--- config.mk ---
export PLATFORM = sky130hd
export DESIGN_NAME = biriscv_fetch_mo
export DESIGN_NICKNAME = d
export VERILOG_FILES = /design/src/rtl/biriscv_defs.sv /design/src/rtl/biriscv_fetch_fifo.sv /design/src/rtl/biriscv_fetch_mo.sv
export SDC_FILE = /design/constraint.sdc
export NUM_CORES = 1
export LEC_CHECK = 0
export ABC_AREA = 0
export CAP_MARGIN = 40
export CORE_MARGIN = 3
export CORE_UTILIZATION = 48
export CTS_BUF_LIST = sky130_fd_sc_hd__clkbuf_8 sky130_fd_sc_hd__clkbuf_16
export DETAILED_ROUTE_END_ITERATION = 10
export PLACE_DENSITY = 0.75
export SYNTH_ARGS = -nofsm -noshare
export SYNTH_HDL_FRONTEND = slang
export SYNTH_SLANG_ARGS = --single-unit
--- constraint.sdc ---
create_clock -name clk -period 3.3 [get_ports clk]
set_clock_uncertainty 0.2 [all_clocks]
set_input_delay 0.33 -clock clk [delete_from_list [all_inputs] [get_ports clk]]
set_output_delay 0.33 -clock clk [all_outputs]
set_load 0.05 [all_outputs]
--- src/rtl/biriscv_defs.sv ---
// Shared definitions for the multi-outstanding fetch unit: privilege levels
// and bit offsets of the response-queue entry {page_fault, error, pred, pc, inst}.
package biriscv_defs;

  localparam logic [1:0] PRIV_USER    = 2'd0;
  localparam logic [1:0] PRIV_SUPER   = 2'd1;
  localparam logic [1:0] PRIV_MACHINE = 2'd3;

  function automatic int unsigned resp_pc_lsb(input int unsigned fetch_w);
    return fetch_w;
  endfunction

  function automatic int unsigned resp_pred_lsb(input int unsigned fetch_w);
    return fetch_w + 32;
  endfunction

  function automatic int unsigned resp_err_bit(input int unsigned fetch_w);
    return fetch_w + 32 + (fetch_w / 32);
  endfunction

  function automatic int unsigned resp_pf_bit(input int unsigned fetch_w);
    return fetch_w + 33 + (fetch_w / 32);
  endfunction

  function automatic int unsigned resp_w(input int unsigned fetch_w);
    return fetch_w + 34 + (fetch_w / 32);
  endfunction

endpackage

--- src/rtl/biriscv_fetch_fifo.sv ---
// Generic synchronous FIFO with occupancy count, synchronous clear and
// first-word-fall-through head; head reads as zero while empty.
module biriscv_fetch_fifo #(
  parameter int unsigned WIDTH = 8,
  parameter int unsigned DEPTH = 4
) (
  input  logic                         clk,
  input  logic                         rst_n,
  input  logic                         i_clr,
  input  logic                         i_push,
  input  logic [WIDTH-1:0]             i_data,
  input  logic                         i_pop,
  output logic [WIDTH-1:0]             o_data,
  output logic [$clog2(DEPTH+1)-1:0]   o_count
);

  localparam int unsigned PW = (DEPTH > 1) ? $clog2(DEPTH) : 1;
  localparam int unsigned CW = $clog2(DEPTH + 1);

  logic [WIDTH-1:0] r_mem [DEPTH];
  logic [PW-1:0]    r_wr_ptr;
  logic [PW-1:0]    r_rd_ptr;
  logic [CW-1:0]    r_count;
  logic             w_empty;
  logic             w_full;
  logic             w_pop;
  logic             w_push;

  function automatic logic [PW-1:0] ptr_inc(input logic [PW-1:0] p);
    return (p == PW'(DEPTH - 1)) ? '0 : p + PW'(1);
  endfunction

  assign w_empty = (r_count == '0);
  assign w_full  = (r_count == CW'(DEPTH));
  assign w_pop   = i_pop & ~w_empty;
  // A pop frees the slot the push lands in, so push+pop is legal even when full.
  assign w_push  = i_push & (~w_full | w_pop);

  always_ff @(posedge clk or negedge rst_n) begin
    if (!rst_n) begin
      r_wr_ptr <= '0;
      r_rd_ptr <= '0;
      r_count  <= '0;
    end else if (i_clr) begin
      r_wr_ptr <= '0;
      r_rd_ptr <= '0;
      r_count  <= '0;
    end else begin
      if (w_push) r_wr_ptr <= ptr_inc(r_wr_ptr);
      if (w_pop)  r_rd_ptr <= ptr_inc(r_rd_ptr);
      r_count <= r_count + CW'(w_push) - CW'(w_pop);
    end
  end

  always_ff @(posedge clk) begin
    if (w_push && !i_clr) r_mem[r_wr_ptr] <= i_data;
  end

  always_ff @(posedge clk) begin
    if (rst_n && !i_clr) begin
      assert (!(i_push && w_full && !w_pop))
        else $error("biriscv_fetch_fifo: push into full queue");
    end
  end

  assign o_data  = w_empty ? '0 : r_mem[r_rd_ptr];
  assign o_count = r_count;

endmodule

--- src/rtl/biriscv_fetch_mo.sv ---
// Multi-outstanding instruction fetch: issues up to OUTSTANDING icache reads,
// buffers responses in a queue, and kills stale responses after a redirect.
module biriscv_fetch_mo
  import biriscv_defs::*;
#(
  parameter int unsigned FETCH_W     = 64,
  parameter int unsigned OUTSTANDING = 2,
  parameter int unsigned FIFO_DEPTH  = 4
) (
  input  logic                   clk,
  input  logic                   rst_n,
  input  logic                   branch_request_i,
  input  logic [31:0]            branch_pc_i,
  input  logic [1:0]             branch_priv_i,
  input  logic [31:0]            next_pc_f_i,
  input  logic [FETCH_W/32-1:0]  next_taken_f_i,
  input  logic                   jtag_halt_hart_i,
  input  logic                   fetch_invalidate_i,
  input  logic                   icache_accept_i,
  input  logic                   icache_valid_i,
  input  logic                   icache_error_i,
  input  logic                   icache_page_fault_i,
  input  logic [FETCH_W-1:0]     icache_inst_i,
  output logic                   icache_rd_o,
  output logic [31:0]            icache_pc_o,
  output logic [1:0]             icache_priv_o,
  output logic                   icache_flush_o,
  output logic                   icache_invalidate_o,
  input  logic                   fetch_accept_i,
  output logic                   fetch_valid_o,
  output logic [FETCH_W-1:0]     fetch_instr_o,
  output logic [31:0]            fetch_pc_o,
  output logic [FETCH_W/32-1:0]  fetch_pred_branch_o,
  output logic                   fetch_fault_fetch_o,
  output logic                   fetch_fault_page_o,
  output logic [31:0]            pc_f_o,
  output logic                   pc_accept_o
);

  localparam int unsigned NS      = FETCH_W / 32;
  localparam int unsigned AW      = $clog2(FETCH_W / 8);
  localparam int unsigned IW      = $clog2(OUTSTANDING + 1);
  localparam int unsigned CW      = $clog2(FIFO_DEPTH + 1);
  localparam int unsigned TW      = 32 + NS;
  localparam int unsigned RW      = resp_w(FETCH_W);
  localparam int unsigned PC_LSB  = resp_pc_lsb(FETCH_W);
  localparam int unsigned PRD_LSB = resp_pred_lsb(FETCH_W);
  localparam int unsigned ERR_BIT = resp_err_bit(FETCH_W);
  localparam int unsigned PF_BIT  = resp_pf_bit(FETCH_W);

  logic            r_active;
  logic [31:0]     r_pc_f;
  logic [1:0]      r_priv;
  logic [IW-1:0]   r_inflight;
  logic [IW-1:0]   r_kill_cnt;
  logic            r_flush;

  logic [31:0]     w_pc_aligned;
  logic            w_issue_ok;
  logic            w_issue;
  logic            w_resp_any;
  logic            w_resp_live;
  logic [IW-1:0]   w_tag_cnt;
  logic [TW-1:0]   w_tag_head;
  logic [CW-1:0]   w_resp_cnt;
  logic [RW-1:0]   w_resp_in;
  logic [RW-1:0]   w_resp_head;

  assign w_pc_aligned = {r_pc_f[31:AW], AW'(0)};

  // Credit rule: every in-flight read must already own a response-queue slot.
  assign w_issue_ok = r_active & ~jtag_halt_hart_i & ~branch_request_i
                    & (32'(r_inflight) < OUTSTANDING)
                    & ((32'(r_inflight) + 32'(w_resp_cnt)) < FIFO_DEPTH);
  assign w_issue    = w_issue_ok & icache_accept_i;
  assign w_resp_any = icache_valid_i & (r_inflight != '0);
  assign w_resp_live = w_resp_any & (r_kill_cnt == '0) & ~branch_request_i
                     & (w_tag_cnt != '0);

  assign w_resp_in = {icache_page_fault_i, icache_error_i,
                      w_tag_head[NS-1:0], w_tag_head[TW-1:NS], icache_inst_i};

  biriscv_fetch_fifo #(.WIDTH(TW), .DEPTH(OUTSTANDING)) u_tag_q (
    .clk     (clk),
    .rst_n   (rst_n),
    .i_clr   (branch_request_i),
    .i_push  (w_issue),
    .i_data  ({w_pc_aligned, next_taken_f_i}),
    .i_pop   (w_resp_live),
    .o_data  (w_tag_head),
    .o_count (w_tag_cnt)
  );

  biriscv_fetch_fifo #(.WIDTH(RW), .DEPTH(FIFO_DEPTH)) u_resp_q (
    .clk     (clk),
    .rst_n   (rst_n),
    .i_clr   (branch_request_i),
    .i_push  (w_resp_live),
    .i_data  (w_resp_in),
    .i_pop   (fetch_accept_i),
    .o_data  (w_resp_head),
    .o_count (w_resp_cnt)
  );

  always_ff @(posedge clk or negedge rst_n) begin
    if (!rst_n) begin
      r_active   <= 1'b0;
      r_pc_f     <= '0;
      r_priv     <= PRIV_MACHINE;
      r_inflight <= '0;
      r_kill_cnt <= '0;
      r_flush    <= 1'b0;
    end else begin
      r_flush <= fetch_invalidate_i;
      if (branch_request_i) begin
        // Everything still outstanding belongs to the old stream.
        r_active   <= 1'b1;
        r_pc_f     <= branch_pc_i;
        r_priv     <= branch_priv_i;
        r_inflight <= r_inflight - IW'(w_resp_any);
        r_kill_cnt <= r_inflight - IW'(w_resp_any);
      end else begin
        if (w_issue) r_pc_f <= next_pc_f_i;
        r_inflight <= r_inflight + IW'(w_issue) - IW'(w_resp_any);
        if (w_resp_any && (r_kill_cnt != '0)) r_kill_cnt <= r_kill_cnt - IW'(1);
      end
    end
  end

  assign icache_rd_o         = w_issue_ok;
  assign icache_pc_o         = w_pc_aligned;
  assign icache_priv_o       = r_priv;
  assign icache_flush_o      = r_flush;
  assign icache_invalidate_o = 1'b0;
  assign pc_f_o              = r_pc_f;
  assign pc_accept_o         = w_issue;

  assign fetch_valid_o       = (w_resp_cnt != '0);
  assign fetch_instr_o       = w_resp_head[FETCH_W-1:0];
  assign fetch_pc_o          = w_resp_head[PC_LSB +: 32];
  assign fetch_pred_branch_o = w_resp_head[PRD_LSB +: NS];
  assign fetch_fault_fetch_o = w_resp_head[ERR_BIT];
  assign fetch_fault_page_o  = w_resp_head[PF_BIT];

endmodule
**Word-level counts from Yosys, hierarchy flattened**

Memory sizes are Yosys's and may differ from the RTL's.
Index checks and enable logic that the tools add are counted.

- Memories: 2
- Logic and storage cells: 96
- Output and inout port bits: 171
- Bits in writable memories: 462
- Flip-flop bits (word level): 51
- Bits of input ports: 142

- Add/subtract/negate cells: 13
- Reduce and logical (&&, ||, !) cells: 17
- Bitwise operators: 21
- Mux-type cells: 25
- $lt $le $gt $ge: 2
- Eq/ne operators: 4

Memory list:

| memory | words | bits a word | rd ports | clocked after Yosys merged registers in | wr ports | line | source |
|---|---|---|---|---|---|---|---|
| u_resp_q.r_mem | 4 | 100 | 1 | 0 | 1 | biriscv_fetch_fifo.sv:20 | `logic [WIDTH-1:0] r_mem [DEPTH];` |
| u_tag_q.r_mem | 2 | 31 | 1 | 0 | 1 | biriscv_fetch_fifo.sv:20 |  |

Operators by type and width:

| operator | number |
|---|---|
| 2-to-1 mux 100 bit | 1 |
| 2-to-1 mux 32 bit | 2 |
| 2-to-1 mux 34 bit | 1 |
| 2-to-1 mux 2 bit | 10 |
| nonzero test 2 bit | 9 |
| bitwise AND 1 bit | 13 |
| 2-to-1 mux 1 bit | 10 |
| == test 2 bit, second input constant | 3 |
| NOT 1 bit | 6 |
| subtractor 2 x 1 -> 2 bit | 3 |
| adder 2 x 1 -> 2 bit | 2 |
| adder 2 x 1 -> 2 bit, second input constant | 2 |
| adder 2 x 3 -> 4 bit | 1 |
| zero test 2 bit | 2 |
| less-than comparator 4 x 3 -> 1 bit, second input constant | 1 |
| adder 3 x 1 -> 3 bit | 1 |
| == test 3 bit, second input constant | 1 |
| logical AND 1 bit | 3 |
| zero test 3 bit | 1 |
| 2-to-1 mux 3 bit | 1 |
| nonzero test 3 bit | 1 |
| subtractor 3 x 1 -> 3 bit | 1 |
| adder 1 bit, second input constant | 2 |
| less-than comparator 2 bit, second input constant | 1 |
| 3 further kinds | 4 |

**Depth between registers and ports, before layout**

Gate-level depths: netlist (run 1).

- Depth after elaboration: 11
- Mapped depth: 11

**By module**

A second synthesis (run 1) with hierarchy kept.

- Cells, all modules: 1025
- Area total of the unflattened synthesis: 20793.7 µm²

By module, submodules not included:

| module | sequential area each (µm²) | area each (µm²) | cells each | times used |
|---|---|---|---|---|
| biriscv_fetch_fifo (u_resp_q) | 12186.7 | 15577.4 | 677 | 1 |
| biriscv_fetch_fifo (u_tag_q) | 2142.1 | 2795.2 | 166 | 1 |
| biriscv_fetch_mo | 1003.5 | 2421.1 | 182 | 1 |

**Worst setup path after synthesis (run 1)**

No wires, ideal clock.

- Path kind: reg2reg
- Start: reg r_inflight[1]
- End: mem u_tag_q.r_mem[0][0] (netlist bit), enable pin
- Path buffers: 0
- Cell stages (with the launch flop): 6
- Clock period less this slack: 3.713 ns
- Required time: 2.677 ns
- Data arrival time: 3.090 ns
- Setup time: 0.423 ns
- Path slack: -0.413 ns
- Cells stage by stage: dfrtp_1 > ha_1 > nand3_1 > and4_1 > and2_1 > nor2b_1

- Elaborated cells between the ends (all ways): 17
- Classes of those cells: 1 x add/sub; 2 x order compare; 2 x mux; 10 x bitwise; 2 x reduce/logical

RTL lines:

| item | line | source |
|---|---|---|
| from (decl) | biriscv_fetch_mo.sv:54 | `logic [IW-1:0] r_inflight;` |
| from (signal assigned) | biriscv_fetch_mo.sv:120 | `r_inflight <= r_inflight - IW'(w_resp_any);` |
| from (signal assigned) | biriscv_fetch_mo.sv:124 | `r_inflight <= r_inflight + IW'(w_issue) - IW'(w_resp_any);` |
| adder 2 x 3 -> 4 bit or less-than comparator 2 bit (tied branches) | biriscv_fetch_mo.sv:74, biriscv_fetch_mo.sv:73 |  |
| less-than comparator 4 x 3 -> 1 bit or bitwise AND 1 bit (tied branches) | biriscv_fetch_mo.sv:74, biriscv_fetch_mo.sv:73 |  |
| bitwise AND 1 bit (*) | biriscv_fetch_mo.sv:74 | `& ((32'(r_inflight) + 32'(w_resp_cnt)) < FIFO_DEPTH);` |
| bitwise AND 1 bit (*) | biriscv_fetch_mo.sv:75 | `assign w_issue = w_issue_ok & icache_accept_i;` |
| net pc_accept_o | biriscv_fetch_mo.sv:37 | `output logic pc_accept_o` |
| bitwise AND 1 bit (*) | biriscv_fetch_fifo.sv:37 | `assign w_push = i_push & (~w_full \| w_pop);` |
| logical AND 1 bit (*) | biriscv_fetch_fifo.sv:56 | `if (w_push && !i_clr) r_mem[r_wr_ptr] <= i_data;` |
| 2-to-1 mux 1 bit (*) | biriscv_fetch_fifo.sv:56 |  |
| 2-to-1 mux 1 bit (implied by the code) (*) | biriscv_fetch_fifo.sv:56 |  |
| to (decl) | biriscv_fetch_fifo.sv:20 |  |

Mark *: on every way through the listed nets, which the timed path passes. The rest lies on a longest branch.

**Final worst setup path (run 1)**

- Start: reg u_resp_q.r_rd_ptr[0]
- End: out fetch_pc_o[12]

- Word-level cells in the longest chain between the ends: 2

Ends and longest elaborated chain:

| item | line | source |
|---|---|---|
| from (decl) | biriscv_fetch_fifo.sv:22 | `logic [PW-1:0] r_rd_ptr;` |
| from (signal assigned) | biriscv_fetch_fifo.sv:50 | `if (w_pop) r_rd_ptr <= ptr_inc(r_rd_ptr);` |
| memory read (4 x 100 bit) | n/a |  |
| 2-to-1 mux 100 bit | biriscv_fetch_fifo.sv:66 | `assign o_data = w_empty ? '0 : r_mem[r_rd_ptr];` |
| to (decl) | biriscv_fetch_mo.sv:32 | `output logic [31:0] fetch_pc_o,` |

Every way passes these cells.

==> results of run 1 <==
-- worst paths after layout --
kind | start | endpoint | cells after the start
setup / recovery | u_resp_q.r_rd_ptr[0]$_DFFE_PN0P_ | fetch_pc_o[12] | 4
hold / removal | next_taken_f_i[0] | u_tag_q.r_mem[1][0]$_DFFE_PP_ | 1
setup reg to reg | u_resp_q.o_count[0]$_DFF_PN0_ | u_resp_q.o_count[2]$_DFF_PN0_ | 10
hold reg to reg | pc_f_o[2]$_DFFE_PN0P_ | pc_f_o[2]$_DFFE_PN0P_ | 2
max in group asynchronous | rst_n | pc_f_o[8]$_DFFE_PN0P_ | 3
min in group asynchronous | rst_n | icache_flush_o$_DFF_PN0_ | 2
-- worst max-delay path, delay by kind of cell, from the launching register on --
family	cells	cell delay, ns
multiplexers	1	0.56
AND/OR/NAND/NOR	1	0.20
buffers and inverters	2	0.61
flip-flops	1	0.56
-- flip-flops by register name, indices dropped and copies added (netlist names) --
| register | cells |
|---|---|
| r_inflight | 2 |
| u_tag_q.r_rd_ptr | 1 |
| u_resp_q.o_count | 3 |
| pc_f_o | 32 |
| u_tag_q.r_mem | 62 |
| u_resp_q.r_wr_ptr | 2 |
| r_kill_cnt | 2 |
| u_tag_q.o_count | 2 |
| u_resp_q.r_rd_ptr | 2 |
| u_tag_q.r_wr_ptr | 1 |
| icache_priv_o | 2 |
| r_active | 1 |
| u_resp_q.r_mem | 388 |
| icache_flush_o | 1 |
-- power by group through the flow --
stage / combinational (W) / sequential (W) / clock, W
after CTS: 0.00656 / 0.00732 / 0.00560
after global routing: 0.00682 / 0.00735 / 0.00587
after detailed placement: 0.00661 / 0.00747 / 0
final: 0.00646 / 0.00732 / 0.00546
after global placement: 0.00658 / 0.00746 / 0
after floorplan: 0.00439 / 0.00758 / 0
-- layout make-up --
type | instances | area share
clock buffer | 53 | 0.05335
clock inverter | 39 | 0.01137
inverter | 14 | 0.002114
multi-input combinational | 433 | 0.1808
sequential | 501 | 0.5953
tap | 525 | 0.02642
timing repair buffer | 334 | 0.1306
-- cell families after synthesis --
| logic type | Yosys count |
|---|---|
| compound gates | 41 |
| fa+ha+maj | 14 |
| xor+xnor | 8 |
| other cells | 1 |
| buf+inv | 102 |
| simple gates | 198 |
| mux | 165 |
| flops | 501 |
-- stage by stage --
| stage | worst slack [ns] | instances | cell area, um^2 |
|---|---|---|---|
| finish | 0.1804 | 1899 | 24860 |
| detailed placement | 0.4844 | 1803 | 23220 |
| global route | 0.01772 | 1899 | 24860 |
| floorplan | 0.1655 | 1036 | 19830 |
| CTS | 0.005954 | 1899 | 24850 |
| global placement | 0.5331 | 1802 | 23200 |
-- layer usage --
layer / GRT usage / part of all wire / wire length (um) / vias up
li1: - / - / - / 4555
met1: 0.2517 / 0.43 / 17080 / 5035
met2: 0.2939 / 0.48 / 18950 / 353
met3: 0.03843 / 0.064 / 2534 / 61
met4: 0.05404 / 0.022 / 881 / 4
met5: 0 / 0.00068 / 27 / -
-- repair_timing --
item	CTS	global route
hold buffers	3	0
gates resized for setup	21	2
hold endpoints to repair	33	0
setup endpoints to repair	25	4
buffers inserted	1	0
-- cells in the final DEF (no fill, tap or decap), types with 2 or more instances in the layout --
master           instances
clkinv_2                 9
a21oi_1                  3
clkbuf_16               53
xor2_1                   2
xnor2_1                  6
clkinvlp_4               2
conb_1                   7
dlygate4sd3_1            3
mux4_2                  97
and2_1                  98
nor3_1                   3
edfxtp_1               450
buf_4                   84
and3_1                   2
nand2b_1                 3
dlygate4sd2_1           21
buf_2                    2
nand3_1                  2
clkinv_1                 9
ha_1                    13
o21ai_1                 28
mux2_2                   2
mux2i_1                 66
o21ai_0                  6
inv_1                   27
nor2b_1                  3
clkdlybuf4s50_1        209
dfrtp_1                 46
buf_12                  13
nand2_1                 36
bufinv_16                4
and2_4                   4
nor2_1                  38
dfstp_2                  2
dfrtp_4                  2
==> metrics.csv, run 1 <==
stage,metric,value,unit
outcome,status,"complete, no violations",
timing,Tightest Pin Transition,0.7970,ns
grt,first-pass GRT wire length,61490,um
drt,DRT antenna net count,0,
timing,Tcrit/Tclk final,0.9453,
cts,CTS tree,done,
setup_path,crit start category,flop,
logic_synthesis,Simple-Gate Fraction of Synth Area,0.05491,
power,Switch Pwr,0.006728,W
logic_synthesis,yosys warns,0,
hold_path,HP Class,input pin to flop,
timing,Final Hold Fails,0,
drt,Avg Vias per Cell,5.270,
grt,GRT Overall Usage,0.1815,
finish,multi-input logic area,0.004496,mm^2
timing,fmax,320.6,MHz
drt,DRC,0,
finish,Nets,1491,
setup_path,Reg2Reg Setup Slack,0.57,ns
logic_synthesis,largest cells by area after synthesis,"edfxtp_1 (68%), mux4_2 (11%), dfrtp_1 (6.2%)",
grt,initial antenna violation count,2,
power,Sw Ratio,0.3496,
floorplan,Die H,209.1,um
logic_synthesis,area share of the largest cell type after synthesis,0.6824,
setup_path,max incr delay on CP,0.56,ns
logic_synthesis,distinct cell type count after synthesis,38,
timing,unrepaired setup endpoints after global routing,false,
logic_synthesis,Post-Synth XOR/XNOR Area,0.003538,
power,Leakage,8.607,nW
drt,DRT Pass-1 Iters,5,
logic_synthesis,post-synthesis mux area share,0.1448,
power,pwr dens,773.9,mW/mm^2
finish,layout cells sized above 1,0.2082,
finish,# diodes,0,
drt,drt first-iter violations,552,
logic_synthesis,average instance area after synthesis,19.22,um^2
place,routability cong.,0.7489,
timing,setup tns final,0,ns
floorplan,Ports,313,
logic_synthesis,Compound-Gate Fraction of Synth Area,0.01137,
cts,Clock Path Buffers,3,
cts,CTS sink count,501,
power,Power Total,0.01924,W
power,part of the power in registers,0.380,
drt,final WL,39470,um
power,logic gate share of total power,0.336,
setup_path,Crit path arrival time,2.59,ns
logic_synthesis,"count leader, synth",edfxtp_1,
logic_synthesis,number of flops mapped to enable cells by yosys,450,
place,IO buf count,305,
run,Max Cap Violations,0,
finish,area growth from synthesis to layout,25.55,%
grt,GR Overflow Total,0,
floorplan,width of the die,209.1,um
grt,vias in the first global route,10610,
setup_path,CP endpoint kind,output port,
timing,Final Max Tran Viols,0,
power,clock power share,0.284,
setup_path,Critical-path top delay cell,dfrtp_4,
timing,clock period minus worst slack,3.120,ns
timing,final setup fails,0,
logic_synthesis,Synth top cells by count,"edfxtp_1 (450), and2_1 (98), mux4_2 (97), mux2i_1 (66), dfrtp_1 (49)",
setup_path,Critical Path RT,2.77,ns
logic_synthesis,post-synthesis cell type with the largest combined area,edfxtp_1,
power,peak supply drop,0.3713,mV
timing,Hold Slack,0.1419,ns
cts,CTS Buf Count,51,
floorplan,Die Footprint,0.04373,mm^2
setup_path,"Critical Path, Cell by Cell",buf_16 > mux4_2 > and2_1 > buf_4,
cts,H-tree levels,2,
logic_synthesis,largest family of logic cells by synthesized area,multiplexers,
power,Internal,0.01251,W
place,DP HPWL,24620,um
finish,Fill cells,2867,
drt,Via Count,10010,
cts,Worst-path clk slew,0.06,ns
floorplan,initial core utilization,0.4916,
floorplan,row count,73,
setup_path,CP max FO,62,
timing,slew margin rel.,0.4687,
logic_synthesis,Synth Area in Adders,0.009225,
cts,Skew-Pair Late Insertion Delay,0.57,ns
logic_synthesis,"flops & latches, synth",501,
logic_synthesis,ys async rst share,0.1018,
logic_synthesis,sequential element share of the synthesized area,0.7470,
logic_synthesis,Synth Cell Area,0.01980,mm^2
finish,FF/Latch Area,0.01480,mm^2
drt,WL/cell,20.78,um
setup_path,Crit Path Category,flop to output port,
floorplan,core area,0.04028,mm^2
grt,largest net degree at the start of global routing,65,
cts,CTS root buffer,clkbuf_16,
logic_synthesis,prevailing post-synth register cell,edfxtp_1,
finish,Finished Core Util,0.6172,
logic_synthesis,Synth Instances,1030,
Power figures use the tool's default switching activity.
==> run 2, diff against run 1 <==
ABC_CLOCK_PERIOD_IN_PS = 3300   (was default)
MAX_ROUTING_LAYER = met4   (was default)
==> run 2 against run 1 <==
Effect of this change:
- cell count rose by 0.11%
- worst hold slack barely moved
- core utilization barely moved
- sequential cell count did not move
- die area did not move
- clock power barely moved
- via count rose by 0.21%
- first-iteration DRC count rose by 2.9%
- critical path depth did not move
- clock-buffer cell count did not move
- total power barely moved
- critical endpoint unchanged
- largest cell class unchanged
==> metrics.csv, run 2 (same netlist as run 1, synthesis figures left out) <==
stage,metric,value,unit,change
floorplan,initial core utilization,0.4916,,unchanged
cts,CTS root buffer,clkbuf_16,,unchanged
finish,Fill cells,2868,,"was 2,867"
setup_path,Critical Path RT,2.77,ns,about the same
grt,met3 global-route usage,0.03543,,was 0.03843
outcome,status,"complete, no violations",,unchanged
place,routability cong.,0.7585,,was 0.7489
grt,grt peak-use layer,met2,,unchanged
power,Internal,0.01251,W,about the same
timing,slew margin rel.,0.4618,,was 0.4687
timing,clock period minus worst slack,3.119,ns,was 3.120 ns
cts,CTS sink count,501,,unchanged
hold_path,HP Class,input pin to flop,,unchanged
timing,final setup fails,0,,unchanged
finish,max reg flops,388,,unchanged
power,Sw Ratio,0.3501,,was 0.3496
cts,Clock Path Buffers,3,,unchanged
setup_path,Crit path arrival time,2.59,ns,about the same
drt,DRC,0,,unchanged
drt,WL/cell,20.76,um,was 20.78 um
grt,initial antenna violation count,2,,unchanged
run,Max Cap Violations,0,,unchanged
power,clock power share,0.284,,about the same
setup_path,CP max FO,62,,unchanged
cts,CTS Buf Count,51,,unchanged
setup_path,Crit Path Category,flop to output port,,unchanged
setup_path,CP Launch Point,u_resp_q.r_rd_ptr[0]$_DFFE_PN0P_,,unchanged
cts,CTS tree,done,,unchanged
drt,DRT Pass-1 Iters,5,,unchanged
cts,H-tree levels,2,,unchanged
setup_path,crit start category,flop,,unchanged
setup_path,worst reg2reg path startpoint,u_resp_q.o_count[2]$_DFF_PN0_,,was u_resp_q.o_count[0]$_DFF_PN0_
floorplan,Die Footprint,0.04373,mm^2,unchanged
setup_path,CP endpoint kind,output port,,unchanged
power,part of the power in registers,0.380,,about the same
timing,Tcrit/Tclk final,0.9453,,about the same
timing,Tightest Pin Transition,0.8072,ns,was 0.7970 ns
drt,DRT antenna net count,0,,unchanged
timing,unrepaired setup endpoints after global routing,false,,unchanged
power,pwr dens,774.3,mW/mm^2,was 773.9 mW/mm^2
power,logic gate share of total power,0.336,,about the same
grt,GR Overflow Total,0,,unchanged
finish,area growth from synthesis to layout,25.58,%,was 25.55%
cts,Skew-Pair Late Insertion Delay,0.57,ns,about the same
power,Leakage,8.607,nW,about the same
timing,Final Max Tran Viols,0,,unchanged
floorplan,row count,73,,unchanged
floorplan,width of the die,209.1,um,unchanged
floorplan,core area,0.04028,mm^2,unchanged
place,IO buf count,305,,unchanged
power,Switch Pwr,0.006740,W,was 0.006728 W
finish,most frequent cells in the layout,"edfxtp_1 (450), clkdlybuf4s50_1 (209), and2_1 (98)",,unchanged
finish,"commonest non-fill, non-tap cell in the layout",edfxtp_1,,unchanged
grt,GR Util met1,0.2533,,was 0.2517
finish,Nets,1491,,unchanged
drt,Avg Vias per Cell,5.276,,was 5.270
power,peak supply drop,0.3727,mV,was 0.3713 mV
finish,FF/Latch Area,0.01480,mm^2,unchanged
drt,drt first-iter violations,568,,was 552
cts,Worst-path clk slew,0.06,ns,about the same
hold_path,worst hold start,next_taken_f_i[0],,unchanged
drt,Via Count,10030,,"was 10,010"
grt,vias in the first global route,10630,,"was 10,610"
timing,setup tns final,0,ns,unchanged
place,DP HPWL,24620,um,unchanged
grt,largest net degree at the start of global routing,65,,unchanged
finish,multi-input logic area,0.004496,mm^2,unchanged
grt,first-pass GRT wire length,61430,um,"was 61,490 um"
grt,M2 GR Usage,0.2943,,was 0.2939
finish,layout cells sized above 1,0.2082,,unchanged
floorplan,Die H,209.1,um,unchanged
floorplan,Ports,313,,unchanged
finish,Largest Register,u_resp_q.r_mem,,unchanged
timing,Hold Slack,0.1414,ns,was 0.1419 ns
grt,GRT Overall Usage,0.1870,,was 0.1815
timing,fmax,320.6,MHz,about the same
timing,Final Hold Fails,0,,unchanged
drt,final WL,39470,um,about the same
[run 2: power groups by stage]
stage | Combinational [W] | Sequential (W) | Clock (W)
2_1_floorplan | 0.00439 | 0.00758 | 0
3_3_place_gp | 0.00658 | 0.00746 | 0
3_5_place_dp | 0.00661 | 0.00747 | 0
4_1_cts | 0.00656 | 0.00732 | 0.00560
5_1_grt | 0.00682 | 0.00735 | 0.00587
6_report | 0.00647 | 0.00732 | 0.00547
[run 2: path summary, 6_finish.rpt]
path,cells after the start,end,slack [ns]
setup / recovery,4,fetch_pc_o[12],0.18
max in group asynchronous,3,pc_f_o[8]$_DFFE_PN0P_,2.02
setup reg to reg,10,u_resp_q.o_count[2]$_DFF_PN0_,0.57
hold reg to reg,2,pc_f_o[2]$_DFFE_PN0P_,0.29
min in group asynchronous,2,icache_flush_o$_DFF_PN0_,0.17
hold / removal,1,u_tag_q.r_mem[1][0]$_DFFE_PP_,0.14
[run 2: timing repair]
| action | CTS | global route |
|---|---|---|
| hold buffers | 3 | 0 |
| setup endpoints to repair | 25 | 4 |
| setup buffers | 1 | 0 |
| resized for setup | 21 | 2 |
| hold endpoints to repair | 33 | 0 |
[run 2: layout make-up]
class,count,share of cell area
clock inverters,39,0.01137
inverters,14,0.002113
well taps,525,0.02642
diodes,2,0.0002013
multi-input cells,433,0.1808
repair buffers,334,0.1306
flip-flops and latches,501,0.5952
clock buffers,53,0.05334
[run 2: metal layers]
layer | vias to the layer above | part of all wire
li1 | 4563 | -
met5 | - | 0
met2 | 353 | 0.48
met3 | 58 | 0.060
met1 | 5055 | 0.44
met4 | 0 | 0.022
[run 2: stage by stage]
step           setup WS (ns)  power [W]  cell area (um^2)  instances    util
5_1_grt              0.02055    0.02004             24870       1901  0.6173
3_5_place_dp          0.4844    0.01408             23220       1803  0.5764
3_3_place_gp          0.5331    0.01404             23200       1802  0.5759
4_1_cts             0.005954    0.01949             24850       1899  0.6170
2_1_floorplan         0.1655    0.01198             19830       1036       -
6_report              0.1806    0.01925             24870       1901  0.6173
[run 2: critical path, cell delays in order, from the launching register on]
cell and delay [ns]:
dfrtp_4 0.56, buf_16 0.41, mux4_2 0.56, and2_1 0.20, buf_4 0.20
